$ cat config.mk
export PLATFORM = sky130hd
export DESIGN_NAME = feature_collector
export DESIGN_NICKNAME = d
export VERILOG_FILES = /design/src/rtl/vo_pkg.sv /design/src/rtl/feature_fifo.sv /design/src/rtl/feature_collector.sv
export SDC_FILE = /design/constraint.sdc
export NUM_CORES = 1
export LEC_CHECK = 0
export ABC_AREA = 1
export CAP_MARGIN = 30
export CORE_MARGIN = 5
export CORE_UTILIZATION = 45
export CTS_BUF_LIST = sky130_fd_sc_hd__clkbuf_4 sky130_fd_sc_hd__clkbuf_8
export DETAILED_ROUTE_END_ITERATION = 12
export HOLD_SLACK_MARGIN = 0.05
export PLACE_DENSITY = 0.69
export SLEW_MARGIN = 20
export SYNTH_ARGS = -nofsm -noshare
export SYNTH_HDL_FRONTEND = slang
export SYNTH_SLANG_ARGS = --single-unit
$ cat constraint.sdc
create_clock -name i_clk -period 3.8 [get_ports i_clk]
set_clock_uncertainty 0.05 [all_clocks]
set_input_delay 0.57 -clock i_clk [delete_from_list [all_inputs] [get_ports i_clk]]
set_output_delay 0.57 -clock i_clk [all_outputs]
set_load 0.01 [all_outputs]
$ cat src/rtl/vo_pkg.sv
// Shared definitions for the keypoint collection path: field widths,
// the packed keypoint record and the collector FSM state encoding.
package vo_pkg;

    localparam int unsigned COORD_W  = 10;
    localparam int unsigned ORIENT_W = 10;
    localparam int unsigned SCORE_W  = 8;
    localparam int unsigned COUNT_W  = 10;

    typedef struct packed {
        logic [COORD_W-1:0]  x;
        logic [COORD_W-1:0]  y;
        logic [ORIENT_W-1:0] orient;
        logic [SCORE_W-1:0]  score;
    } keypoint_t;

    localparam int unsigned KP_W = $bits(keypoint_t);

    typedef enum logic [1:0] {
        IDLE    = 2'd0,
        COLLECT = 2'd1,
        DRAIN   = 2'd2
    } state_t;

endpackage

$ cat src/rtl/feature_fifo.sv
// Synchronous keypoint FIFO with a registered head-of-queue output.
// Pointers wrap modulo DEPTH (power of two); a separate occupancy counter
// runs 0..DEPTH. A push into an empty FIFO is visible on rd_data one
// cycle later; there is no combinational bypass.
module feature_fifo
    import vo_pkg::*;
#(
    parameter int unsigned DEPTH = 16
) (
    input  logic                     clk,
    input  logic                     rst_n,
    input  logic                     push,
    input  logic [KP_W-1:0]          wr_data,
    input  logic                     pop,
    output logic [KP_W-1:0]          rd_data,
    output logic                     full,
    output logic                     empty,
    output logic [$clog2(DEPTH):0]   count
);

    localparam int unsigned AW = $clog2(DEPTH);
    localparam logic [AW:0] FULL_CNT = (AW+1)'(DEPTH);

    logic [KP_W-1:0] mem [DEPTH];
    logic [AW-1:0]   wr_ptr;
    logic [AW-1:0]   rd_ptr;
    logic [AW-1:0]   rd_next;
    logic [AW:0]     count_q;
    logic [KP_W-1:0] head_q;
    logic            do_push;
    logic            do_pop;

    assign empty   = (count_q == '0);
    assign full    = (count_q == FULL_CNT);
    assign count   = count_q;
    assign rd_data = head_q;
    assign rd_next = rd_ptr + AW'(1);

    // A pop frees a slot, so a full FIFO can still take a push in that cycle
    assign do_pop  = pop && !empty;
    assign do_push = push && (!full || do_pop);

    // Storage array; contents need no reset because occupancy gates reads
    always_ff @(posedge clk) begin
        if (do_push) begin
            mem[wr_ptr] <= wr_data;
        end
    end

    // Pointers, occupancy and the registered head entry
    always_ff @(posedge clk) begin
        if (!rst_n) begin
            wr_ptr  <= '0;
            rd_ptr  <= '0;
            count_q <= '0;
            head_q  <= '0;
        end else begin
            if (do_push) begin
                wr_ptr <= wr_ptr + AW'(1);
            end
            if (do_pop) begin
                rd_ptr <= rd_next;
            end
            case ({do_push, do_pop})
                2'b10:   count_q <= count_q + (AW+1)'(1);
                2'b01:   count_q <= count_q - (AW+1)'(1);
                default: count_q <= count_q;
            endcase
            // Head is the incoming word when the queue is (or becomes) otherwise
            // empty; else the entry behind the one being popped.
            if (do_push && (empty || (count_q == (AW+1)'(1) && do_pop))) begin
                head_q <= wr_data;
            end else if (do_pop && count_q > (AW+1)'(1)) begin
                head_q <= mem[rd_next];
            end
        end
    end

endmodule

$ cat src/rtl/feature_collector.sv
// Keypoint collector: captures flagged detector beats of a frame into a
// FIFO and presents them on a valid/ready handshake, with per-frame count,
// sticky overflow flag and a frame-done pulse once the frame has drained.
// Optional build macro FEATURE_COLLECTOR_SCORE_FILTER_EN: when defined,
// beats scoring below SCORE_TH are not eligible for capture.
module feature_collector
    import vo_pkg::*;
#(
    parameter int unsigned DEPTH    = 16,
    parameter logic [7:0]  SCORE_TH = 8'd20
) (
    input  logic                i_clk,
    input  logic                i_rst_n,
    input  logic [COORD_W-1:0]  i_coordinate_X,
    input  logic [COORD_W-1:0]  i_coordinate_Y,
    input  logic [ORIENT_W-1:0] i_orientation,
    input  logic [SCORE_W-1:0]  i_score,
    input  logic                i_flag,
    input  logic                i_start,
    input  logic                i_end,
    input  logic                i_ready,
    output logic                o_valid,
    output logic [COORD_W-1:0]  o_kp_x,
    output logic [COORD_W-1:0]  o_kp_y,
    output logic [ORIENT_W-1:0] o_kp_orient,
    output logic [SCORE_W-1:0]  o_kp_score,
    output logic [COUNT_W-1:0]  o_kp_count,
    output logic                o_frame_done,
    output logic                o_overflow,
    output logic                o_busy
);

    localparam int unsigned AW = $clog2(DEPTH);

    state_t               state;
    state_t               state_nxt;
    logic                 frame_done_nxt;
    logic [COUNT_W-1:0]   kp_count_q;
    logic [COUNT_W-1:0]   count_base;
    logic [COUNT_W-1:0]   kp_count_nxt;
    logic                 overflow_q;
    logic                 overflow_nxt;
    logic                 frame_done_q;

    logic                 eligible;
    logic                 push;
    logic                 pop;
    logic                 drop;
    logic                 fifo_full;
    logic                 fifo_empty;
    logic [AW:0]          fifo_level;
    keypoint_t            wr_kp;
    keypoint_t            head_kp;
    logic [KP_W-1:0]      head_bits;

`ifdef FEATURE_COLLECTOR_SCORE_FILTER_EN
    assign eligible = i_flag && (state == COLLECT || i_start) && (i_score >= SCORE_TH);
`else
    logic score_th_unused;
    assign score_th_unused = ^SCORE_TH;
    assign eligible = i_flag && (state == COLLECT || i_start);
`endif

    assign pop  = o_valid && i_ready;
    assign push = eligible && (!fifo_full || pop);
    assign drop = eligible && !push;

    assign wr_kp = '{x: i_coordinate_X, y: i_coordinate_Y,
                     orient: i_orientation, score: i_score};

    feature_fifo #(
        .DEPTH (DEPTH)
    ) u_fifo (
        .clk     (i_clk),
        .rst_n   (i_rst_n),
        .push    (push),
        .wr_data (wr_kp),
        .pop     (pop),
        .rd_data (head_bits),
        .full    (fifo_full),
        .empty   (fifo_empty),
        .count   (fifo_level)
    );

    assign head_kp      = keypoint_t'(head_bits);
    assign o_valid      = !fifo_empty;
    assign o_kp_x       = head_kp.x;
    assign o_kp_y       = head_kp.y;
    assign o_kp_orient  = head_kp.orient;
    assign o_kp_score   = head_kp.score;
    assign o_kp_count   = kp_count_q;
    assign o_overflow   = overflow_q;
    assign o_frame_done = frame_done_q;
    assign o_busy       = (state != IDLE);

    // Next-state: i_start restarts from any state and suppresses frame-done
    always_comb begin
        state_nxt      = state;
        frame_done_nxt = 1'b0;
        if (i_start) begin
            state_nxt = i_end ? DRAIN : COLLECT;
        end else begin
            case (state)
                IDLE:    state_nxt = IDLE;
                COLLECT: if (i_end) state_nxt = DRAIN;
                DRAIN: begin
                    if (fifo_level == '0) begin
                        state_nxt      = IDLE;
                        frame_done_nxt = 1'b1;
                    end
                end
                default: state_nxt = IDLE;
            endcase
        end
    end

    // Frame statistics: start clears, then this beat's push/drop applies
    always_comb begin
        count_base   = i_start ? '0 : kp_count_q;
        kp_count_nxt = count_base;
        if (push && count_base != '1) begin
            kp_count_nxt = count_base + 10'd1;
        end
        overflow_nxt = (i_start ? 1'b0 : overflow_q) | drop;
    end

    // State and frame status registers
    always_ff @(posedge i_clk) begin
        if (!i_rst_n) begin
            state        <= IDLE;
            kp_count_q   <= '0;
            overflow_q   <= 1'b0;
            frame_done_q <= 1'b0;
        end else begin
            state        <= state_nxt;
            kp_count_q   <= kp_count_nxt;
            overflow_q   <= overflow_nxt;
            frame_done_q <= frame_done_nxt;
        end
    end

endmodule
# ---- Word level (Yosys, flattened, before mapping)
# Memories as Yosys holds them, arrays and structs flattened.
# Cells that the tools add are included.
dict set report word_totals {
  wordCells 64
  register_bits 65
  memories 1
  inputBits 44
  ramBits 608
}
# name words width read_ports rd_clocked_by_memory_dff wr line
set memory_table {}
lappend memory_table {u_fifo.mem 16 38 1 0 1 feature_fifo.sv:24} ;# logic [KP_W-1:0] mem [DEPTH];
dict set report classes {
  bitwise_logic 3
  reduce_logical 23
  mux 14
  eq_ne 9
  n_lt_le_gt_ge 1
  addsub 5
}
# operator count
set ops {}
lappend ops {{$mux 38} 2}
lappend ops {{$mux 10} 2}
lappend ops {{$add 10x1->10 const B} 1}
lappend ops {{$logic_and 1x1->1} 10}
lappend ops {{$ne 10x10->1 const B} 1}
lappend ops {{$pmux 5 s2} 1}
lappend ops {{$add 4x1->4 const B} 2}
lappend ops {{$mux 2} 4}
lappend ops {{$reduce_bool 2->1} 3}
lappend ops {{$add 5x1->5 const B} 1}
lappend ops {{$eq 5x1->1 const B} 1}
lappend ops {{$eq 5x5->1 const B} 1}
lappend ops {{$gt 5x1->1 const B} 1}
lappend ops {{$logic_not 5->1} 1}
lappend ops {{$sub 5x1->5 const B} 1}
lappend ops {{$eq 2x1->1 const B} 2}
lappend ops {{$eq 2x2->1 const B} 2}
lappend ops {{$logic_or 1x1->1} 4}
lappend ops {{$mux 1} 4}
lappend ops {{$pmux 2 s2} 1}
lappend ops {{$logic_not 1->1} 3}
lappend ops {{$ne 3x2->1 const B} 1}
lappend ops {{$ne 3x3->1 const B} 1}
lappend ops {{$reduce_or 3->1} 1}
lappend ops {{3 further kinds} 4}

# ---- Longest topological paths before layout
# Gate-level depths: netlist (run 1).
dict set report logic_depth {
  ltp_word 8
  depth_mapped 14
}

# ---- Modules after synthesis
# Synthesis (run 1) repeated with hierarchy kept, for this count alone.
dict set report unflattened {
  cells_unflattened 2962
  area_unflattened_um2 29373.2
}
# module area_each_um2 seq_area_each_um2 instances cells_per_inst
set by_module_without_submodules {}
lappend by_module_without_submodules {feature_fifo 28447.3 19278.5 1 2827}
lappend by_module_without_submodules {feature_collector 925.9 280.3 1 135}

# ---- Worst setup path after synthesis (run 1)
# Ideal clock, no wire load.
dict set report synth_path {
  path_type {input to register}
  startpoint {input port i_start}
  endpoint {memory u_fifo.mem[11][0] in the netlist's numbering (enable)}
  path_stages 9
  setup_time_ns 0.433
  setup_slack_ns 0.252
  arrival_ns 3.065
  cell_sequence {buf_6 inv_4 nand2_1 nand2_1 nor2_1 buf_2 buf_2 nand3_1 nor2_1}
}
dict set report synth_between {
  elab_chain_len 6
}
# element line
set synth_rtl {}
lappend synth_rtl {{start: declaration} feature_collector.sv:19} ;# input logic i_start,
lappend synth_rtl {{$logic_or 1x1->1} feature_collector.sv:61} ;# assign eligible = i_flag && (state == COLLECT || i_start);
lappend synth_rtl {{$logic_and 1x1->1} feature_collector.sv:61}
lappend synth_rtl {{$logic_and 1x1->1} feature_collector.sv:65} ;# assign push = eligible && (!fifo_full || pop);
lappend synth_rtl {{$logic_and 1x1->1} feature_fifo.sv:41} ;# assign do_push = push && (!full || do_pop);
lappend synth_rtl {{$mux 1} feature_fifo.sv:45} ;# if (do_push) begin
lappend synth_rtl {{$mux 1 (not written as such)} feature_fifo.sv:46} ;# mem[wr_ptr] <= wr_data;
lappend synth_rtl {{end: declaration} feature_fifo.sv:24}
# Every way passes these cells.

# ---- Final worst setup path (run 1)
dict set report layout_path {
  startpoint {register u_fifo.rd_ptr[0]}
  endpoint {register u_fifo.head_q[24], in the netlist u_fifo.rd_data[24]}
}
dict set report layout_between {
  elab_chain_len 4
}
# element line
set layout_rtl {}
lappend layout_rtl {{start: declaration} feature_fifo.sv:26} ;# logic [AW-1:0] rd_ptr;
lappend layout_rtl {{start signal: assignment} feature_fifo.sv:62} ;# rd_ptr <= rd_next;
lappend layout_rtl {{$add 4x1->4} feature_fifo.sv:37} ;# assign rd_next = rd_ptr + AW'(1);
lappend layout_rtl {{$mem_v2 16x38} n/a}
lappend layout_rtl {{$mux 38} feature_fifo.sv:73} ;# end else if (do_pop && count_q > (AW+1)'(1)) begin
lappend layout_rtl {{$mux 38} feature_fifo.sv:71} ;# if (do_push && (empty || (count_q == (AW+1)'(1) && do_pop))) begin
lappend layout_rtl {{end signal: assignment} feature_fifo.sv:72} ;# head_q <= wr_data;
lappend layout_rtl {{end signal: assignment} feature_fifo.sv:74} ;# head_q <= mem[rd_next];
lappend layout_rtl {{end: declaration} feature_fifo.sv:29} ;# logic [KP_W-1:0] head_q;
# Every way passes these cells. The select of a mux whose other input is x is not followed.
# A chain may end at the register's enable or synchronous reset.

==> impl_metrics.ini, run 1 <==
[route]
drc = 0
dr_total_vias = 20300
first_iter_violations = 1989
vias_per_cell = 5.11
ant_nets = 0
drt-pass1-iter-count = 5
postRouteWirelength_um = 72300
routedWlPerCell_um = 18.2

[clock_network]
clk_pin_slew_ns = 0.06
cts_made_buffers = 108
post_cts_buffers = 0
cts.sinks = 673
cts_root_buf = clkbuf_8
hold_buffers = 0
cts_tree = yes
cts_htree_levels = 3
insertion_delay_ns = 0.74
cts_resized = 0
clock_path_buffers = 3

[layout]
fin_nets = 3077
multi_input_area_mm2 = 0.00755
n_fill_cell = 5610
seq_area_mm2 = 0.0196
drive_above_1_share = 0.102
syn_to_final_growth_pct = 15.3

[sta]
setup_slack_ns = 0.907
fin_setup_tns_ns = 0
setup_viol = 0
fin_crit_sh = 0.761
hold_viol = 0
tightest_slew_ns = 0.918
timing.fmax_ghz = 0.346
rsz0062_at_grt = no
min_period_ns = 2.89
drv_slew = 0
relSlewSlack = 0.388

[yosys]
synth_edf_count = 608
syn_avg_cell_area_um2 = 10.0
yosysMostFrequentCell = nand2_1
ys_seq_area_frac = 0.672
synth_ff_type = edfxtp_1
yosysUniqueCellTypes = 33
synth_nets = 2954
synth_common_cells = nand2_1, edfxtp_1, nand3_1
yosys_warnings = 0
syn_inst = 2899
yosysTopAreaCell = edfxtp_1
postSynth.asyncResetShare = 0
synth.area.top_cells = edfxtp_1, nand2_1, nand3_1
ys_ff_latch = 673
synth_top_area_share = 0.628
synth.cell_area_mm2 = 0.0291

[global_route]
grt_pass1_vias = 19600
grt_max_degree = 153
grt_first_pass_wirelength_um = 112000
grt_usage = 0.203
antenna_found_initial = 2
grt_overflow = 0

[critical_path]
worst-setup-path-type = reg -> reg
required_ns = 4.38
crit_slowest_cell = dfxtp_4
cp_common_cell = nand2_1
crit_family = buffers and inverters
crit_chain = buf_4 > buf_4 > nand2_1 > nand2_1 > nand2_1 > nand3_1 > nand3_1 > nand3_1 > nand2_1 > a21oi_1
start_kind = flop
cpPeakStageDelay_ns = 0.76
crit_fanout = 48
endpoint_kind = flop
worstPathArrival_ns = 3.47
crit_buf_inv = 2

[pwr]
p_sw_w = 0.00879
peakVddDrop_uv = 871
clkPwrFrac = 0.276
p_leak_nw = 13.7
internal-power_w = 0.0145
power.share.switching = 0.377
p_seq_frac = 0.372
power_density_mw_per_mm2 = 696
power_frac_comb = 0.352

[placement]
io_buffers = 95
place_ws_ns = 0.811
gp_congestion = 0.827
dpl.hpwl_um = 40400

[die]
fp-row-count = 93
die_w_um = 264
die_h_um = 264
start_util = 0.453
ios = 96
die_area_mm2 = 0.0698
core_area_mm2 = 0.0642

[flow_run]
maxCapViolCount = 0

[worst_hold_path]
hold_class = in -> reg

[run_status]
status = completed
per-stage QoR:
step                      cell area (um^2)  std cells  hold WS, ns   util  power (W)
after floorplan                      29100       2899        0.424      -     0.0142
after global placement               31300       3766        0.423  0.487     0.0169
after detailed placement             31300       3766        0.426  0.487     0.0170
after CTS                            33500       3968        0.355  0.522     0.0234
after global routing                 33600       3971        0.394  0.522     0.0247
final                                33600       3971        0.419  0.522     0.0233
final timing paths:
path,startpoint,to,slack [ns],cells past startpoint
hold / removal,i_end,state[0],0.42,2
setup / recovery,u_fifo.rd_ptr[0],u_fifo.rd_data[24],0.91,10
hold reg to reg,u_fifo.rd_data[19],u_fifo.rd_data[19],0.44,2
setup reg to reg,u_fifo.rd_ptr[0],u_fifo.rd_data[24],0.91,10
cell families (layout without fill, tap and decap cells):
| family | count (synthesis) | count (layout) | synth area share |
|---|---|---|---|
| AOI/OAI and AO/OA | 81 | 81 | 0.0143 |
| xor gates and xnor gates | 10 | 10 | 0.00327 |
| adders and majority gates | 11 | 11 | 0.00473 |
| buffers and inverters | 529 | 744 | 0.0745 |
| DFF | 673 | 673 | 0.672 |
| other | 0 | 2 | 0 |
| and+or+nand+nor | 1595 | 1595 | 0.231 |
layer usage:
layer  vias to the layer above  global-route usage  part of all wire
li1                       9730                   -                 -
met2                       736               0.345              0.50
met4                         0              0.0710             0.031
met1                      9677               0.267              0.41
met3                       144              0.0317             0.068
met5                         -                   0                 0
registers in the layout (all words and copies together), names as in the netlist:
| register | cells |
|---|---|
| o_frame_done | 1 |
| o_kp_count | 10 |
| o_overflow | 1 |
| state | 2 |
| u_fifo.count | 5 |
| u_fifo.mem | 608 |
| u_fifo.rd_data | 38 |
| u_fifo.rd_ptr | 4 |
| u_fifo.wr_ptr | 4 |
placed cells by master (no fill, tap or decap), drive strengths merged, types with 4 or more instances in the layout:
master,count
edfxtp,608
nand3,427
dfxtp,65
nand3b,38
nor2,48
nand4,5
clkdlybuf4s50,95
bufinv,4
xnor2,5
clkinv,32
buf,71
clkbuf,162
ha,11
a21oi,59
nand2,1074
inv,378
o21ai,17
xor2,5
layout make-up:
| class | count | area share |
|---|---|---|
| tap | 855 | 0.0319 |
| antenna | 2 | 0.000149 |
| sequential | 673 | 0.583 |
| clock inverter | 40 | 0.00914 |
| clock buffer | 162 | 0.0584 |
| inverter | 376 | 0.0425 |
| multi-input combinational | 1697 | 0.225 |
| timing repair buffer | 166 | 0.0498 |
power groups by stage:
stage	registers (W)	clock network [W]	logic [W]
global placement	0.00885	0	0.00807
finish	0.00868	0.00645	0.00822
detailed placement	0.00884	0	0.00817
CTS	0.00869	0.00656	0.00820
floorplan	0.00873	0	0.00550
global route	0.00871	0.00690	0.00907
Power figures use the tool's default switching activity.
==> run 2, diff against run 1 <==
--- a/config.mk
+++ b/config.mk
@@ -12,7 +12,7 @@
 export CTS_BUF_LIST = sky130_fd_sc_hd__clkbuf_4 sky130_fd_sc_hd__clkbuf_8
 export DETAILED_ROUTE_END_ITERATION = 12
 export HOLD_SLACK_MARGIN = 0.05
-export PLACE_DENSITY = 0.69
+export PLACE_DENSITY = 0.67
 export SLEW_MARGIN = 20
 export SYNTH_ARGS = -nofsm -noshare
 export SYNTH_HDL_FRONTEND = slang
==> constraint.sdc (replaced) <==
create_clock -name i_clk -period 2.81 [get_ports i_clk]
set_clock_uncertainty 0.05 [all_clocks]
set_input_delay 0.4215 -clock i_clk [delete_from_list [all_inputs] [get_ports i_clk]]
set_output_delay 0.4215 -clock i_clk [all_outputs]
set_load 0.01 [all_outputs]
==> impl_metrics.ini, run 2 (synthesis gave the netlist of run 1 again) <==
[run_status]
status = completed

[global_route]
grt_overflow = 0
grt_max_degree = 160
antenna_found_initial = 2
grt_pass1_vias = 20500
grt_usage = 0.211
grt_first_pass_wirelength_um = 116000

[layout]
max_flop_register = u_fifo.mem
fin_nets = 3105
syn_to_final_growth_pct = 16.3
largest_reg_flops = 608
final_common_cell = nand2_1
mostFrequentLayoutCells = nand2_1, edfxtp_1, nand3_1
drive_above_1_share = 0.109
n_fill_cell = 5577

[clock_network]
cts.sinks = 673
cts_resized = 0
hold_buffers = 0
post_cts_buffers = 0
cts_htree_levels = 3
cts_tree = yes
insertion_delay_ns = 0.71
clock_path_buffers = 3
cts_made_buffers = 108
cts_root_buf = clkbuf_8
clk_pin_slew_ns = 0.06

[die]
die_w_um = 264
die_h_um = 264
ios = 96
die_area_mm2 = 0.0698
fp-row-count = 93
start_util = 0.453
core_area_mm2 = 0.0642

[critical_path]
crit_fanout = 5
crit_slowest_cell = clkdlybuf4s50_1
worst-setup-path-type = reg -> out
worstPathArrival_ns = 2.15
endpoint_kind = output pin
ff2ff_setup_slack_ns = 0.24
start_kind = flop
crit_chain = inv_1 > ha_1 > nand3_4 > clkdlybuf4s50_1
cpPeakStageDelay_ns = 0.55
required_ns = 2.34

[route]
drt-pass1-iter-count = 6
ant_nets = 0
routedWlPerCell_um = 18.8
vias_per_cell = 5.15
first_iter_violations = 1787
dr_total_vias = 20600
postRouteWirelength_um = 75300
drc = 0

[pwr]
p_seq_frac = 0.371
p_sw_w = 0.0120
power_density_mw_per_mm2 = 926
p_leak_nw = 13.8
internal-power_w = 0.0194
clkPwrFrac = 0.261
power_frac_comb = 0.368
design_power_total_w = 0.0313
power.share.switching = 0.382
peakVddDrop_uv = 861

[sta]
hold_viol = 0
fin_crit_sh = 0.932
min_period_ns = 2.62
drv_slew = 0
setup_viol = 0
relSlewSlack = 0.465
timing.fmax_ghz = 0.382
tightest_slew_ns = 0.802
setup_slack_ns = 0.190
rsz0062_at_grt = no

[placement]
gp_congestion = 0.864
dpl.hpwl_um = 41100
io_buffers = 95
place_ws_ns = 0.0503

[worst_hold_path]
hold_class = in -> reg

[flow_run]
maxCapViolCount = 0
[run 2: through the flow]
| step | utilization | instance area [um^2] | hold WS (ns) | cells | TNS, ns |
|---|---|---|---|---|---|
| 5_1_grt | 0.527 | 33800 | 0.234 | 3997 | 0 |
| 4_1_cts | 0.527 | 33800 | 0.198 | 3995 | 0 |
| 3_5_place_dp | 0.494 | 31700 | 0.406 | 3795 | 0 |
| 2_1_floorplan | - | 29100 | 0.424 | 2899 | -71.32 |
| 6_report | 0.527 | 33800 | 0.266 | 3997 | 0 |
| 3_3_place_gp | 0.494 | 31700 | 0.403 | 3795 | 0 |
[run 2: final cells by class]
type | count | area [um^2] | share of cell area
Multi-Input combinational cell | 1697 | 7550 | 0.223
Sequential cell | 673 | 19600 | 0.578
Tap cell | 855 | 1070 | 0.0316
Inverter | 376 | 1420 | 0.0421
Clock inverter | 47 | 269 | 0.00795
Antenna cell | 2 | 5.00 | 0.000148
Clock buffer | 153 | 1850 | 0.0547
Timing Repair Buffer | 194 | 2110 | 0.0623
[run 2: routing by layer]
metal,track usage,vias to the layer above,wire length (um)
li1,-,9789,-
met5,0,-,0
met2,0.361,794,37100
met3,0.0330,133,5150
met4,0.0765,0,2190
met1,0.275,9863,30800
[run 2: critical path: cells and delay by family (launching register included)]
kind	cells	cell delay, ns
simple gates	1	0.12
flops	1	0.40
buf+inv	2	0.67
fa+ha+maj	1	0.26
[run 2: worst paths after layout]
kind	from	endpoint	depth (start not counted)
min	i_orientation[7]	u_fifo.mem[9][15]	1
max	u_fifo.count[0]	o_valid	4
min reg2reg	u_fifo.rd_data[17]	u_fifo.rd_data[17]	2
max reg2reg	u_fifo.count[0]	u_fifo.count[2]	13
[run 2: power by group through the flow]
stage | Combinational, W | Sequential [W] | Clock [W]
final | 0.0115 | 0.0116 | 0.00819
after CTS | 0.0115 | 0.0116 | 0.00834
after global routing | 0.0126 | 0.0116 | 0.00885
after floorplan | 0.00744 | 0.0118 | 0
after global placement | 0.0113 | 0.0118 | 0
after detailed placement | 0.0115 | 0.0118 | 0
==> run 3, diff against run 2 <==
--- a/config.mk
+++ b/config.mk
@@ -13,7 +13,6 @@
 export DETAILED_ROUTE_END_ITERATION = 12
 export HOLD_SLACK_MARGIN = 0.05
 export PLACE_DENSITY = 0.67
-export SLEW_MARGIN = 20
 export SYNTH_ARGS = -nofsm -noshare
 export SYNTH_HDL_FRONTEND = slang
 export SYNTH_SLANG_ARGS = --single-unit
==> results of run 3 <==
Final layout, timing and power as in run 2 (identical DEF).
